$ cat src/rtl/instr_encoder.sv
// instr_encoder: two-stage RV32 I/B-type instruction encoder for the program
// loader. Packs register fields and a signed immediate into an instruction
// word, drops tuples whose immediate cannot be represented, and tags each
// emitted word with a sequential byte address.
//
// Handshake (both ports): a beat transfers on a rising edge where valid and
// ready are both high; a producer holds valid and its payload steady until
// that edge, and ready may depend combinationally on the downstream state.
module instr_encoder #(
   parameter int                    ADDR_WIDTH = 32,
   parameter logic [ADDR_WIDTH-1:0] BASE_ADDR  = '0
) (
   input  logic                  clk,
   input  logic                  rst_n,
   input  logic                  in_valid,
   output logic                  in_ready,
   input  logic                  fmt,
   input  logic [6:0]            opcode,
   input  logic [2:0]            funct3,
   input  logic [4:0]            rd,
   input  logic [4:0]            rs1,
   input  logic [4:0]            rs2,
   input  logic [31:0]           imm,
   input  logic                  addr_clr,
   output logic                  out_valid,
   input  logic                  out_ready,
   output logic [31:0]           out_instr,
   output logic [ADDR_WIDTH-1:0] out_addr,
   output logic                  err,
   output logic [7:0]            err_cnt
);

   localparam logic [ADDR_WIDTH-1:0] ADDR_STEP = ADDR_WIDTH'(4);

   // S1: accepted tuple, already encoded, plus its illegal-immediate flag
   logic        s1_valid;
   logic        s1_err;
   logic [31:0] s1_instr;

   logic [ADDR_WIDTH-1:0] next_addr;
   logic [ADDR_WIDTH-1:0] xfer_addr;

   logic s2_free;
   logic s1_adv;
   logic s2_load;
   logic accept;

   logic [31:0] enc_i;
   logic [31:0] enc_b;
   logic        ok_i;
   logic        ok_b;
   logic        imm_bad;

   // Field packing; B-type drops imm[0], which must be zero to be legal
   assign enc_i = {imm[11:0], rs1, funct3, rd, opcode};
   assign enc_b = {imm[12], imm[10:5], rs2, rs1, funct3, imm[4:1], imm[11], opcode};

   // An immediate fits when every bit above the top encoded bit copies the sign
   assign ok_i    = (&imm[31:11]) | ~(|imm[31:11]);
   assign ok_b    = ((&imm[31:12]) | ~(|imm[31:12])) & ~imm[0];
   assign imm_bad = fmt ? ~ok_b : ~ok_i;

   // Illegal tuples leave S1 unconditionally so they never stall the stream
   assign s2_free  = ~out_valid | out_ready;
   assign s1_adv   = s1_valid & (s1_err | s2_free);
   assign in_ready = rst_n & (~s1_valid | s1_adv);
   assign accept   = in_valid & in_ready;
   assign s2_load  = s1_adv & ~s1_err;

   // A clear coincident with a transfer addresses that word at the base
   assign xfer_addr = addr_clr ? BASE_ADDR : next_addr;

   // S1 register: refill whenever the slot is empty or being vacated
   always_ff @(posedge clk or negedge rst_n) begin
      if (!rst_n) begin
         s1_valid <= 1'b0;
         s1_err   <= 1'b0;
         s1_instr <= '0;
      end else if (in_ready) begin
         s1_valid <= in_valid;
         if (accept) begin
            s1_err   <= imm_bad;
            s1_instr <= fmt ? enc_b : enc_i;
         end
      end
   end

   // S2 output register: payload only changes on a load, keeping it stable under backpressure
   always_ff @(posedge clk or negedge rst_n) begin
      if (!rst_n) begin
         out_valid <= 1'b0;
         out_instr <= '0;
         out_addr  <= BASE_ADDR;
      end else if (s2_load) begin
         out_valid <= 1'b1;
         out_instr <= s1_instr;
         out_addr  <= xfer_addr;
      end else if (out_ready) begin
         out_valid <= 1'b0;
      end
   end

   // Address counter: advances only for legal words entering S2, wraps naturally
   always_ff @(posedge clk or negedge rst_n) begin
      if (!rst_n) begin
         next_addr <= BASE_ADDR;
      end else if (s2_load) begin
         next_addr <= xfer_addr + ADDR_STEP;
      end else if (addr_clr) begin
         next_addr <= BASE_ADDR;
      end
   end

   // Error pulse and saturating drop counter, registered after the discard edge
   always_ff @(posedge clk or negedge rst_n) begin
      if (!rst_n) begin
         err     <= 1'b0;
         err_cnt <= '0;
      end else begin
         err <= s1_adv & s1_err;
         if (s1_adv && s1_err && err_cnt != 8'hFF) begin
            err_cnt <= err_cnt + 8'd1;
         end
      end
   end

endmodule

$ cat config.mk
export PLATFORM = sky130hd
export DESIGN_NAME = instr_encoder
export DESIGN_NICKNAME = d
export VERILOG_FILES = /design/src/rtl/instr_encoder.sv
export SDC_FILE = /design/constraint.sdc
export NUM_CORES = 1
export LEC_CHECK = 0
export ABC_CLOCK_PERIOD_IN_PS = 2350
export CORE_MARGIN = 8
export CORE_UTILIZATION = 50
export CTS_CLUSTER_SIZE = 30
export DETAILED_ROUTE_END_ITERATION = 10
export GPL_ROUTABILITY_DRIVEN = 1
export PLACE_DENSITY = 0.83
export SYNTH_ARGS = -nofsm -noshare
export SYNTH_HDL_FRONTEND = slang
export SYNTH_SLANG_ARGS = --single-unit
$ cat constraint.sdc
create_clock -name clk -period 2.35 [get_ports clk]
set_input_delay 0.5875 -clock clk [delete_from_list [all_inputs] [get_ports clk]]
set_output_delay 0.5875 -clock clk [all_outputs]
set_load 0.02 [all_outputs]
### Yosys cells after proc, flatten, opt, wreduce, memory -nomap -nowiden

Index checks and enable logic that the tools add are counted.

* register bits: 140
* word-level logic and storage cells: 45

* $add $sub $neg: 2
* equal/unequal tests: 1
* muxes and demuxes: 6
* bitwise gates (word level): 19
* reductions and logical operators: 8

Operators by type and width (count)
* $mux 32: 3
* $add 32x3->32 const B: 1
* $reduce_and 21->1: 1
* $reduce_or 21->1: 1
* $reduce_and 20->1: 1
* $reduce_or 20->1: 1
* $add 8x1->8 const B: 1
* $ne 8x8->1 const B: 1
* $not 1->1: 8
* $and 1x1->1: 6
* $or 1x1->1: 5
* $mux 1: 3
* $logic_and 1x1->1: 2
* $reduce_and 2->1: 1
* $reduce_bool 2->1: 1

### Longest topological paths before layout

* word-level depth: 8
* depth in mapped cells: 10

### Worst setup path after synthesis

OpenSTA, ideal clock, no wires.

* kind: input -> register
* from: input addr_clr
* to: register next_addr[24]
* data arrival time: 2.218 ns
* data required time: 2.272 ns
* slack: 0.054 ns
* stages on the path: 9
* buffers on the path: 2
* cells stage by stage: buf_6 clkbuf_1 nor2b_1 ha_1 and4b_1 and2_1 nand4_1 or3_1 a21oi_1

* longest elaborated chain between the ends: 3

RTL lines
* from (decl): line 24 `input logic addr_clr,`
* $mux 32
* via xfer_addr[2]: line 41 `logic [ADDR_WIDTH-1:0] xfer_addr;`
* $add 32x3->32: line 108 `next_addr <= xfer_addr + ADDR_STEP;`
* $mux 32: line 107 `end else if (s2_load) begin`
* to (signal assigned): line 108
* to (decl): line 40 `logic [ADDR_WIDTH-1:0] next_addr;`

The timed path passes the listed nets, and every way through them passes these cells.
A chain may end at the register's enable or synchronous reset.

### Final worst setup path

* from: input out_ready
* to: output in_ready

* longest elaborated chain between the ends: 5

RTL lines
* from (decl): line 26 `input logic out_ready,`
* $or 1x1->1: line 64 `assign s2_free = ~out_valid | out_ready;`
* $or 1x1->1: line 65 `assign s1_adv = s1_valid & (s1_err | s2_free);`
* $and 1x1->1: line 65
* $or 1x1->1: line 66 `assign in_ready = rst_n & (~s1_valid | s1_adv);`
* $and 1x1->1: line 66
* to (decl): line 16 `output logic in_ready,`

No other way between the ends.

==> metrics.md <==
| Metric | Value |
|---|---|
| RSZ-0062 raised after global routing | no |
| GRT Overall Usage | 19.5% |
| CP max FO | 5 |
| Status | finished, final reports clean |
| Average size of a mapped cell | approximately 10 um2 |
| # port buffers | between 100 and 150 |
| Area delta synth->final | 39.1% |
| P_int | 4.86 mW |
| Leakage power | ~4 nW |
| Reg2reg setup slack | roughly 0.48 ns |
| CTS tree | done |
| Number of DRC markers in iteration 0 | approximately 330 |
| Synthesized area | approximately 6000 um2 |
| Post-DP HPWL | a little over 10000 um |
| Crit. End Element | primary output |
| Synth area leader | dfrtp_1 |
| Filler instances | a little under 900 |
| FF-to-FF Start | next_addr[2] |
| Startpoint types | primary input |
| Sequential area share after synthesis | ~58% |
| Clock power frac | about two fifths |
| EDFF count, synth | 0 |
| Detail Route Antenna Nets | 0 |
| Power per cell area | between 700 and 800 nW/um2 |
| Final Hold Fails | 0 |
| Io pins | 138 |
| Hold bufs inserted after CTS | 0 |
| Switching share of power | around 27% |
| Final Critical Period | between 2 and 2.5 ns |
| Post-Syn Nets | 640 |
| Slew Limit Fails | 0 |
| First-pass GRT wire length | approximately 25000 um |
| Die Width | 126 um |
| Max Cap Viol | 0 |
| WP data arrival | between 1.5 and 2 ns |
| Setup_tns | 0 ns |
| Synth Flop Type | dfrtp_1 |
| Slew @ Worst Pin | roughly 0.74 ns |
| Final setup violation count | 0 |
| Clock skew | about 0.0082 ns |
| Cells after Synth | between 500 and 600 |
| Vias | ~4700 |
| Final #Nets | between 800 and 900 |
| Rel. slew slack | roughly half |
| Number of detailed-route iterations in the first pass | 7 |
| CTS max path bufs | 2 |
| TritonCTS Buffers | 17 |
| Comb power frac | 17.5% |
| Global Route met2 Usage | 32.6% |
| Net Sw Power | roughly 1.8 mW |
| Vias in the first global route | slightly above 5000 |
| Initial antenna violation count | 0 |
| Layout cell share with drive strength beyond 1 | 14.6% |
| F_max | 445 MHz |
| Wire length per cell | roughly 16 um |
| # rows | 40 |
| Worst-skew pair later-pin latency | about 0.4 ns |
| DRC errors left | 0 |
| Peak VDD IR | just under 0.6 mV |
| DIE AREA | 15800 um2 |
| Critical path type | primary input to primary output |
| Placer Congestion | ~0.80 |
| Ys async rst share | between 90% and 100% |
| Synth Warn # | 0 |
| Distinct cells, synth | 43 |
| Vias per cell | between 5 and 6 |
| H-Tree Depth | 4 |
| Fraction of power consumed by sequential logic | between 40 and 50% |
| # diodes | 0 |
| Commonest non-fill, non-tap cell in the layout | nand2_1 |
| Largest net degree at the start of global routing | about 140 |
| Remaining Overflow, GRT | 0 |
| Global-route met1 utilization | around 23% |
| Most frequent cells in the layout | nand2_1 (164), dfrtp_1 (140), clkdlybuf4s50_1 (135), o21ai_0 (31), mux2_2 (29) |
| Share of the synthesized area in the top cell type | about three fifths |
| CTS sink count | 140 |
| Critical path required time | ~1.8 ns |
| Worst reg2reg path depth | 6 |
| Synth area leaders | dfrtp_1 (58%), nand2_1 (10%), mux2_2 (5.4%) |
| Clock root buffer | clkbuf_16 |
| M3 GR Usage | about 7.3% |
| Core footprint | 11900 um2 |
| Routed wire length | 14700 um |
| End-of-flow core utilization | ~70% |
| Clock Pin Slew Worst Setup and Hold Paths | about 0.050 ns |
| Initial Util | 50.6% |
| Hold Path Class | primary input to asynchronous set/reset pin |
| Period utilisation layout | between 90% and 100% |
| GR peak layer | met2 |
| Reg2Reg Capture Point | next_addr[20] |
| Die H | between 100 and 150 um |
| Post-synthesis register bit count | 140 |
==> kinds of logic (layout without fill, tap and decap cells) <==
group | count (synthesis) | in the layout | share of synthesized area, %
compound gates | 43 | 43 | 3.88
xor+xnor | 27 | 27 | 3.93
fa+ha+maj | 2 | 2 | 0.415
buf+inv | 27 | 203 | 1.93
flops | 140 | 140 | 58.2
mux | 42 | 42 | 7.58
simple gates | 294 | 294 | 24.1
==> synthesized netlist by cell type (6+ instances only) <==
master	count
dfrtp_1	140
nand3_1	14
nand3b_1	11
mux2i_1	13
o21ai_0	31
nor4_1	6
nand4_1	12
nand2_1	165
nor2_1	21
nor3_1	7
nand2b_1	14
a21oi_1	6
and3_1	6
clkbuf_1	16
xnor2_1	16
mux2_2	29
xor2_1	11
buf_2	6
nor2b_1	8
==> sequential cells by signal, indices dropped and copies added (netlist names) <==
name       cells
next_addr     32
out_addr      32
out_instr     32
s1_instr      32
err_cnt        8
err            1
out_valid      1
s1_err         1
s1_valid       1
==> power groups by stage <==
| stage | Combinational [mW] | Clock, mW | Sequential, mW |
|---|---|---|---|
| after floorplan | 0.298 | 0 | 3.11 |
| after global placement | 1.15 | 0 | 2.90 |
| after detailed placement | 1.18 | 0 | 2.91 |
| after CTS | 1.19 | 2.68 | 2.88 |
| after global routing | 1.26 | 2.80 | 2.91 |
| final | 1.17 | 2.64 | 2.88 |
==> through the flow <==
step,instance area [um2],std cells,worst slack (ns),hold slack (ns),power [mW]
floorplan,6020,575,0.0540,0.292,3.41
global placement,7770,866,-0.413,0.440,4.05
detailed placement,7770,866,-0.406,0.451,4.09
CTS,8360,898,0.0407,0.361,6.75
global route,8380,898,0.0147,0.391,6.98
finish,8380,898,0.104,0.298,6.68
==> worst max-delay path by stage <==
stage,start,end,slack (ns),cells past startpoint
after floorplan,addr_clr,next_addr[24],0.05,9
after global placement,out_ready,in_ready,-0.41,4
after detailed placement,out_ready,in_ready,-0.41,4
after CTS,out_ready,in_ready,0.04,4
after global routing,addr_clr,next_addr[24],0.01,9
final,out_ready,in_ready,0.10,4
==> critical path, stage by stage <==
cell,delay (ns)
clkdlybuf4s50_1,0.47
and2b_1,0.22
a21boi_4,0.21
buf_4,0.18
==> layer usage <==
| metal | routed length [um] | part of all wire, % |
|---|---|---|
| met4 | 259 | 1.8 |
| met3 | 1120 | 7.6 |
| met5 | 0 | 0 |
| met2 | 7360 | 50 |
| met1 | 5980 | 41 |
==> area by class of cell <==
class                           count  area, um2  share of cell area, %
Clock buffer                       18        429                   5.12
Inverter                            4       15.0                  0.179
Clock inverter                     14        158                   1.88
Sequential cell                   140       3500                   41.8
Timing Repair Buffer              167       1660                   19.8
Multi-Input combinational cell    408       2430                   29.0
Tap cell                          147        184                   2.19
==> what timing repair did <==
action	CTS	global route
setup buffers	0	0
gates resized for setup	4	5
setup endpoints to repair	1	3
pin swaps	0	0
(Power assumes the default switching activity.)
